[src/rtl/fifo_test_pattern_gen_if.sv]
// Write-side stream handshake between the pattern generator and the FIFO
// write port. The master drives the stream word and its valid flag; the
// slave answers with wr_ready.
interface fifo_test_pattern_gen_if #(
  parameter int DATA_W = 32
);
  logic [DATA_W-1:0] wr_data;
  logic              wr_data_valid;
  logic              wr_ready;

  modport master (
    output wr_data,
    output wr_data_valid,
    input  wr_ready
  );

  modport slave (
    input  wr_data,
    input  wr_data_valid,
    output wr_ready
  );
endinterface

[src/rtl/fifo_test_pattern_gen.sv]
// Incrementing-word traffic source for the DDR FIFO test path.
// A run starts from INIT_VALUE and emits consecutive words (modulo 2^DATA_W)
// under a valid/ready handshake. Runs are bounded by word_count or continuous
// until stop. An optional idle gap follows every non-final accepted word.
// The run statistics report accepted words and how many all-ones words were
// accepted.
module fifo_test_pattern_gen #(
  parameter int                DATA_W     = 32,
  parameter logic [DATA_W-1:0] INIT_VALUE = {DATA_W{1'b0}},
  parameter int                GAP_W      = 8
) (
  input  logic                    clk,
  input  logic                    rst,
  input  logic                    start,
  input  logic                    stop,
  input  logic                    continuous,
  input  logic [31:0]             word_count,
  input  logic [GAP_W-1:0]        gap_cycles,
  fifo_test_pattern_gen_if.master wr_if,
  output logic                    busy,
  output logic                    done,
  output logic [31:0]             words_sent,
  output logic [31:0]             wrap_count
);

  typedef enum logic [1:0] {
    ST_IDLE = 2'd0,
    ST_RUN  = 2'd1,
    ST_GAP  = 2'd2
  } state_t;

  state_t            state_r;
  logic [DATA_W-1:0] data_r;
  logic              valid_r;
  logic              busy_r;
  logic              done_r;
  logic [31:0]       sent_r;
  logic [31:0]       wrap_r;
  logic              cont_r;
  logic [31:0]       count_r;
  logic [GAP_W-1:0]  gap_len_r;
  logic [GAP_W-1:0]  gap_cnt_r;
  logic              stop_r;

  logic              transfer_s;
  logic              stop_seen_s;
  logic              data_is_ones_s;
  logic [DATA_W-1:0] data_inc_s;
  logic [31:0]       sent_inc_s;
  logic              last_word_s;
  logic              gap_enabled_s;
  logic              gap_last_s;

  // A word is accepted whenever the pending word meets FIFO readiness.
  assign transfer_s     = valid_r & wr_if.wr_ready;
  // A stop seen now or earlier in this run ends it at the next opportunity.
  assign stop_seen_s    = stop_r | stop;
  assign data_is_ones_s = (data_r == {DATA_W{1'b1}});
  assign data_inc_s     = data_r + {{(DATA_W-1){1'b0}}, 1'b1};
  assign sent_inc_s     = sent_r + 32'd1;
  // The current transfer is the final one on a stop or on reaching the bound.
  assign last_word_s    = stop_seen_s | (~cont_r & (sent_inc_s == count_r));
  assign gap_enabled_s  = (gap_len_r != {GAP_W{1'b0}});
  assign gap_last_s     = (gap_cnt_r == {{(GAP_W-1){1'b0}}, 1'b1});

  // Run sequencer: start/stop/gap control, stream word and run statistics.
  always_ff @(posedge clk) begin
    if (rst) begin
      state_r   <= ST_IDLE;
      data_r    <= INIT_VALUE;
      valid_r   <= 1'b0;
      busy_r    <= 1'b0;
      done_r    <= 1'b0;
      sent_r    <= 32'd0;
      wrap_r    <= 32'd0;
      cont_r    <= 1'b0;
      count_r   <= 32'd0;
      gap_len_r <= {GAP_W{1'b0}};
      gap_cnt_r <= {GAP_W{1'b0}};
      stop_r    <= 1'b0;
    end else begin
      done_r <= 1'b0;
      case (state_r)
        ST_IDLE: begin
          // stop is meaningless here; only start is looked at
          if (start) begin
            cont_r    <= continuous;
            count_r   <= word_count;
            gap_len_r <= gap_cycles;
            sent_r    <= 32'd0;
            wrap_r    <= 32'd0;
            stop_r    <= 1'b0;
            data_r    <= INIT_VALUE;
            if (!continuous && (word_count == 32'd0)) begin
              // empty bounded run: finish immediately without a word
              done_r <= 1'b1;
            end else begin
              state_r <= ST_RUN;
              valid_r <= 1'b1;
              busy_r  <= 1'b1;
            end
          end
        end
        ST_RUN: begin
          if (transfer_s) begin
            sent_r <= sent_inc_s;
            if (data_is_ones_s) begin
              wrap_r <= wrap_r + 32'd1;
            end
            if (last_word_s) begin
              state_r <= ST_IDLE;
              valid_r <= 1'b0;
              busy_r  <= 1'b0;
              done_r  <= 1'b1;
            end else begin
              data_r <= data_inc_s;
              if (gap_enabled_s) begin
                state_r   <= ST_GAP;
                valid_r   <= 1'b0;
                gap_cnt_r <= gap_len_r;
              end
            end
          end else begin
            // pending word is held; remember any stop until it is accepted
            stop_r <= stop_seen_s;
          end
        end
        ST_GAP: begin
          if (stop_seen_s) begin
            state_r <= ST_IDLE;
            valid_r <= 1'b0;
            busy_r  <= 1'b0;
            done_r  <= 1'b1;
          end else if (gap_last_s) begin
            state_r <= ST_RUN;
            valid_r <= 1'b1;
          end else begin
            gap_cnt_r <= gap_cnt_r - {{(GAP_W-1){1'b0}}, 1'b1};
          end
        end
        default: begin
          state_r <= ST_IDLE;
          valid_r <= 1'b0;
          busy_r  <= 1'b0;
        end
      endcase
    end
  end

  assign wr_if.wr_data       = data_r;
  assign wr_if.wr_data_valid = valid_r;
  assign busy                = busy_r;
  assign done                = done_r;
  assign words_sent          = sent_r;
  assign wrap_count          = wrap_r;

endmodule

[src/flat_wrapper.sv]
// flat-port wrapper written by rule: the top's interface ports become plain ports
module fifo_test_pattern_gen_flat 
#(
  parameter int                DATA_W     = 32,
  parameter logic [DATA_W-1:0] INIT_VALUE = {DATA_W{1'b0}},
  parameter int                GAP_W      = 8
)
  (clk, rst, start, stop, continuous, word_count, gap_cycles, busy, done, words_sent, wrap_count, wr_if_wr_data, wr_if_wr_data_valid, wr_if_wr_ready);
  fifo_test_pattern_gen_if #(.DATA_W(DATA_W)) wr_if_i ();
  input  logic clk;
  input  logic rst;
  input  logic start;
  input  logic stop;
  input  logic continuous;
  input  logic [31:0] word_count;
  input  logic [GAP_W-1:0] gap_cycles;
  output logic busy;
  output logic done;
  output logic [31:0] words_sent;
  output logic [31:0] wrap_count;
  output wire logic [$bits(wr_if_i.wr_data)-1:0] wr_if_wr_data;
  output wire logic [$bits(wr_if_i.wr_data_valid)-1:0] wr_if_wr_data_valid;
  input wire logic [$bits(wr_if_i.wr_ready)-1:0] wr_if_wr_ready;
  assign wr_if_wr_data = wr_if_i.wr_data;
  assign wr_if_wr_data_valid = wr_if_i.wr_data_valid;
  assign wr_if_i.wr_ready = wr_if_wr_ready;
  fifo_test_pattern_gen #(.DATA_W(DATA_W), .INIT_VALUE(INIT_VALUE), .GAP_W(GAP_W)) u_core (.clk(clk), .rst(rst), .start(start), .stop(stop), .continuous(continuous), .word_count(word_count), .gap_cycles(gap_cycles), .wr_if(wr_if_i), .busy(busy), .done(done), .words_sent(words_sent), .wrap_count(wrap_count));
endmodule
[config.mk]
export PLATFORM = sky130hd
export DESIGN_NAME = fifo_test_pattern_gen_flat
export DESIGN_NICKNAME = d
export VERILOG_FILES = /design/src/rtl/fifo_test_pattern_gen_if.sv /design/src/rtl/fifo_test_pattern_gen.sv /design/src/flat_wrapper.sv
export SDC_FILE = /design/constraint.sdc
export NUM_CORES = 1
export LEC_CHECK = 0
export BUFFER_PORTS_ARGS = -buffer_cell sky130_fd_sc_hd__buf_2
export CAP_MARGIN = 40
export CORE_MARGIN = 2
export CORE_UTILIZATION = 60
export CTS_CLUSTER_DIAMETER = 150
export DETAILED_ROUTE_END_ITERATION = 10
export PLACE_DENSITY = 0.85
export SLEW_MARGIN = 30
export SYNTH_ARGS = -nofsm -noshare
export SYNTH_HDL_FRONTEND = slang
export SYNTH_SLANG_ARGS = --single-unit
[constraint.sdc]
create_clock -name clk -period 8.05 [get_ports clk]
set_clock_uncertainty 0.05 [all_clocks]
set_input_delay 0.805 -clock clk [delete_from_list [all_inputs] [get_ports clk]]
set_output_delay 0.805 -clock clk [all_outputs]
set_load 0.005 [all_outputs]
Yosys cells after proc, flatten, opt, wreduce, memory -nomap -nowiden --
Cells that the tools add are included.
Storage, ports and cells: bits in registers 151, input bits 46, output and inout port bits 99, word-level logic and storage cells 98
Cells by class: add/subtract/negate cells 4, equality and inequality tests 18, multiplexer cells 44, bitwise gates (word level) 5, reductions and logical operators 15
Operators by type and width (count):
- $mux W32 | 6
- $pmux W32 S2 | 3
- $add A32 B1 Y32 const B | 3
- $mux W8 | 5
- $eq A32 B32 Y1 | 1
- $eq A32 B32 Y1 const B | 1
- $logic_not A32 Y1 | 1
- $mux W1 | 17
- $pmux W8 S2 | 1
- $mux W2 | 7
- $ne A2 B2 Y1 const B | 6
- $ne A2 B1 Y1 const B | 5
- $reduce_and A5 Y1 | 2
- $pmux W1 S3 | 3
- $eq A8 B1 Y1 const B | 1
- $reduce_and A4 Y1 | 2
- $reduce_bool A8 Y1 | 1
- $sub A8 B1 Y8 const B | 1
- $ne A3 B1 Y1 const B | 2
- $pmux W2 S3 | 1
- $reduce_and A3 Y1 | 2
- $reduce_and A6 Y1 | 1
- $reduce_bool A2 Y1 | 2
- $and A1 B1 Y1 | 2
- 9 further kinds | 10

Longest topological paths before layout --
depth in word-level cells 7, mapped depth 13, mapped depth without buffers 10

Worst setup path before layout --
No wires, ideal clock.
path type flip-flop to flip-flop, from register u_core.sent_r[0] (netlist: u_core.words_sent[0]), to register u_core.data_r[14] (netlist: u_core.wr_if.wr_data[14]), setup time 0.133 ns, arrival time 3.068 ns, required time 7.867 ns, path slack 4.800 ns, stages on the path, launching flop included 14, buffers on the path 4, clock period less this slack 3.250 ns, cell sequence dfxtp_1 > ha_1 > buf_2 > nand3_2 > or4_1 > buf_2 > or4_1 > o21a_1 > a2111oi_4 > nand4_2 > buf_6 > nand3_4 > buf_6 > o32ai_2
On the way: cells in the longest elaborated chain, start to end 6
RTL lines:
- start: declaration | RTL line fifo_test_pattern_gen.sv:37 | logic [31:0] sent_r;
- start signal: assignment | RTL line fifo_test_pattern_gen.sv:106 | sent_r <= sent_inc_s;
- $add A32 B1 Y32 | RTL line fifo_test_pattern_gen.sv:60 | assign sent_inc_s = sent_r + 32'd1;
- $eq A32 B32 Y1 | RTL line fifo_test_pattern_gen.sv:62 | assign last_word_s = stop_seen_s | (~cont_r & (sent_inc_s == count_r));
- $and A1 B1 Y1 | RTL line fifo_test_pattern_gen.sv:62
- $or A1 B1 Y1 | RTL line fifo_test_pattern_gen.sv:62
- $ne A2 B2 Y1 (no source line)
- $reduce_and A4 Y1 (no source line)
- end signal: assignment | RTL line fifo_test_pattern_gen.sv:116 | data_r <= data_inc_s;
- end: declaration | RTL line fifo_test_pattern_gen.sv:33 | logic [DATA_W-1:0] data_r;
No other way between the ends. A chain may end at the register's enable or synchronous reset.

Worst setup path after layout --
from register u_core.sent_r[4] (netlist: u_core.words_sent[4]), to register u_core.state_r[0]
On the way: cells in the longest elaborated chain, start to end 7, elaborated cells between the ends (all ways) 9, classes of those cells add/sub (1); eq/ne (2); mux (3); bitwise (2); reduce/logical (1)
RTL lines:
- $add A32 B1 Y32 * | RTL line fifo_test_pattern_gen.sv:60
- $eq A32 B32 Y1 * | RTL line fifo_test_pattern_gen.sv:62
- $and A1 B1 Y1 * | RTL line fifo_test_pattern_gen.sv:62
- $or A1 B1 Y1 * | RTL line fifo_test_pattern_gen.sv:62
- $mux W2 | RTL line fifo_test_pattern_gen.sv:110 | if (last_word_s) begin
- $mux W2 | RTL line fifo_test_pattern_gen.sv:105 | if (transfer_s) begin
- $pmux W2 S3 | RTL line fifo_test_pattern_gen.sv:83 | case (state_r)
- end signal: assignment | RTL line fifo_test_pattern_gen.sv:69 | state_r <= ST_IDLE;
- end signal: assignment | RTL line fifo_test_pattern_gen.sv:111 | state_r <= ST_IDLE;
- end signal: assignment | RTL line fifo_test_pattern_gen.sv:118 | state_r <= ST_GAP;
- end: declaration | RTL line fifo_test_pattern_gen.sv:32 | state_t state_r;
Every way passes the cells marked *; elsewhere a longest branch is shown, timed or not. The select of a mux whose other input is x is not followed.

==> flow_metrics.env <==
export IMPL_synthFlopType="dfxtp_1"
export IMPL_fill_cells=1085
export IMPL_ant_nets=0
export IMPL_core_area_sq_mm=0.0133
export IMPL_nets=1218
export IMPL_cts_htree_levels=4
export IMPL_drv_cap=0
export IMPL_fmax_mhz=235
export IMPL_fin_crit_ns=4.25
export IMPL_cp_startpoint="u_core.words_sent[4]"
export IMPL_whs_ns=0.418
export IMPL_netlist_area_leader_share=0.366
export IMPL_ys_top_cells_by_count="175 x nand2_1, 151 x dfxtp_1, 101 x a21oi_1, 96 x nor2_1, 55 x clkbuf_1"
export IMPL_top_usage_layer="met2"
export IMPL_start_util=0.619
export IMPL_reg2reg_depth=9
export IMPL_grt_usage=0.310
export IMPL_hold_viol=0
export IMPL_synth_area_leaders="dfxtp_1 37%, nand2_1 8.0%, a21oi_1 6.1%"
export IMPL_wl_per_cell_um=16.9
export IMPL_fin_setup_tns_ns=0
export IMPL_dp_slack_ns=3.90
export IMPL_setup_ws_ns=3.80
export IMPL_ys_ff_latch=151
export IMPL_vias_per_cell=6.27
export IMPL_cts_repair_resized=0
export IMPL_grt_start_max_net_pins=86
export IMPL_drt_iter0_markers=977
export IMPL_routed_wirelength_um=23000
export IMPL_setup_viol=0
export IMPL_worst_slew_pin_slew_ns=0.786
export IMPL_use_met3=0.0606
export IMPL_report_final_slew_viol_count=0
export IMPL_diodes=0
export IMPL_synth_edff_count=0
export IMPL_vias=8508
export IMPL_slew_headroom=0.471
export IMPL_critPathMaxFanout=28
export IMPL_clkLatencyLatePin_ns=0.44
export IMPL_dp_hpwl_um=15500
export IMPL_post_cts_buffers=0
export IMPL_hold_class="reg -> reg"
export IMPL_yosysUniqueCellTypes=76
export IMPL_start_kind="flip-flop"
export IMPL_synth_seq_area_share=0.366
export IMPL_num_rows=42
export IMPL_syn_area_sq_mm=0.00826
export IMPL_die_area_sq_mm=0.0147
export IMPL_drc=0
export IMPL_irDropWorstVdd_mv=0.142
export IMPL_cts_max_path_buffers=2
export IMPL_r2r_slack_ns=3.80
export IMPL_fin_crit_sh=0.528
export IMPL_place_congestion=0.946
export IMPL_die_w_um=121
export IMPL_power_uw=1810
export IMPL_grt_pass1_vias=7439
export IMPL_multi_input_area_sq_mm=0.00488
export IMPL_cts_tree="built"
export IMPL_synth_warnings=0
export IMPL_die_y_um=121
export IMPL_clkSinkCount=151
export IMPL_dp_cells=1323
export IMPL_ff_latch_area_sq_mm=0.00302
export IMPL_globalRouteMet2Util=0.491
export IMPL_numCtsBuffers=17
export IMPL_root_buffer="clkbuf_16"
export IMPL_outcome="completed"
export IMPL_min_to="u_core.cont_r"
export IMPL_critPathCaptureType="flip-flop"
export IMPL_required_ns=8.31
export IMPL_syn_to_final_growth_pct=16.2
export IMPL_top_level_ports=145
export IMPL_drive_above_1_share=0.183
export IMPL_synthCells=1067
export IMPL_synth_area_per_cell_sq_um=7.74
export IMPL_power_density_mw_per_mm2=189
export IMPL_whs_path_depth=2
export IMPL_antenna_found_initial=0
export IMPL_fin_cells=1356
export IMPL_leakage_uw=0.00364
export IMPL_cts_hold_buf=0
export IMPL_syn_num_nets=1118
export IMPL_yosysTopAreaCell="dfxtp_1"
export IMPL_dr_pass1_iters=7
export IMPL_synth_most_common_cell="nand2_1"
export IMPL_worstHoldStart="u_core.cont_r"
export IMPL_arrival_ns=4.51
export IMPL_grt_use_met1=0.424
export IMPL_r2r_start="u_core.words_sent[4]"
export IMPL_grt_pass1_wl_um=36900
export IMPL_async_flop_share=0
export IMPL_r2r_end="u_core.state_r[0]"
export IMPL_clk_pin_slew_ns=0.06
export IMPL_criticalPathCategory="reg -> reg"
export IMPL_rsz0062_at_grt="false"
export IMPL_grt_overflow_total=0
export IMPL_io_buffers=144
routing by layer:
layer	up-vias	wire, um
met5	-	0
met4	0	392
met3	42	1710
met2	416	10700
met1	3966	10100
li1	4084	-
cells by family (layout without fill, tap and decap cells):
group | count (synthesis) | after routing | share of synthesized area
mux | 6 | 6 | 0.00727
buf+inv | 84 | 197 | 0.0453
fa+ha+maj | 5 | 5 | 0.00758
flops | 151 | 151 | 0.366
xor+xnor | 64 | 64 | 0.0679
simple gates | 485 | 485 | 0.291
compound gates | 272 | 272 | 0.215
worst max-delay path, cell delays in order (launching register included):
cell and delay (ns):
dfxtp_1 0.51, nand4_1 0.46, or4_1 0.81, or4_1 0.52, o21a_1 0.21, a2111oi_4 0.31, nand4_2 0.45, nand2_4 0.46
o221ai_2 0.19, mux2i_1 0.15
placed cells by master, fill, tap and decap left out, types with 16 or more instances in the layout:
cell         n
nand2_1    175
dfxtp_1    151
buf_2      144
a21oi_1    101
nor2_1      92
o21ai_0     47
nand3_1     41
xor2_1      34
xnor2_1     30
nor4_1      25
nor3_1      24
nand4_1     24
or3_1       22
and3_1      18
a31oi_1     17
clkbuf_16   17
o31ai_1     16
flip-flops by register name, summed over array words and instances (netlist names):
| name | cells |
|---|---|
| u_core.count_r | 32 |
| u_core.words_sent | 32 |
| u_core.wr_if.wr_data | 32 |
| u_core.wrap_count | 32 |
| u_core.gap_cnt_r | 8 |
| u_core.gap_len_r | 8 |
| u_core.state_r | 2 |
| u_core.busy | 1 |
| u_core.cont_r | 1 |
| u_core.done | 1 |
| u_core.stop_r | 1 |
| u_core.wr_if.wr_data_valid | 1 |
worst max-delay path by stage:
stage,to,slack [ns],cells after the start
global route,u_core.done,3.51,9
detailed placement,u_core.state_r[0],3.90,9
finish,u_core.state_r[0],3.80,9
CTS,u_core.state_r[0],3.90,9
floorplan,u_core.wr_if.wr_data[14],4.80,13
global placement,u_core.wrap_count[21],3.65,8
per-stage QoR:
stage	util	cell area, sq um
6_report	0.719	9600
5_1_grt	0.719	9600
4_1_cts	0.717	9570
3_5_place_dp	0.672	8970
3_3_place_gp	0.668	8910
2_1_floorplan	-	8260
report_power, final:
part / switching [uW] / leakage [uW] / internal [uW] / total (uW)
combinational: 137 / 0.00214 / 72.8 / 209
sequential: 23.3 / 0.00122 / 770 / 794
clock: 335 / 0.000278 / 475 / 810
layout make-up:
type	instances	share of cell area
Inverter	11	0.00430
Sequential cell	151	0.315
Multi-Input combinational cell	832	0.508
Timing Repair Buffer	154	0.0873
Tap cell	176	0.0229
Clock buffer	19	0.0472
Clock inverter	13	0.0153
Power figures use the tool's default switching activity.
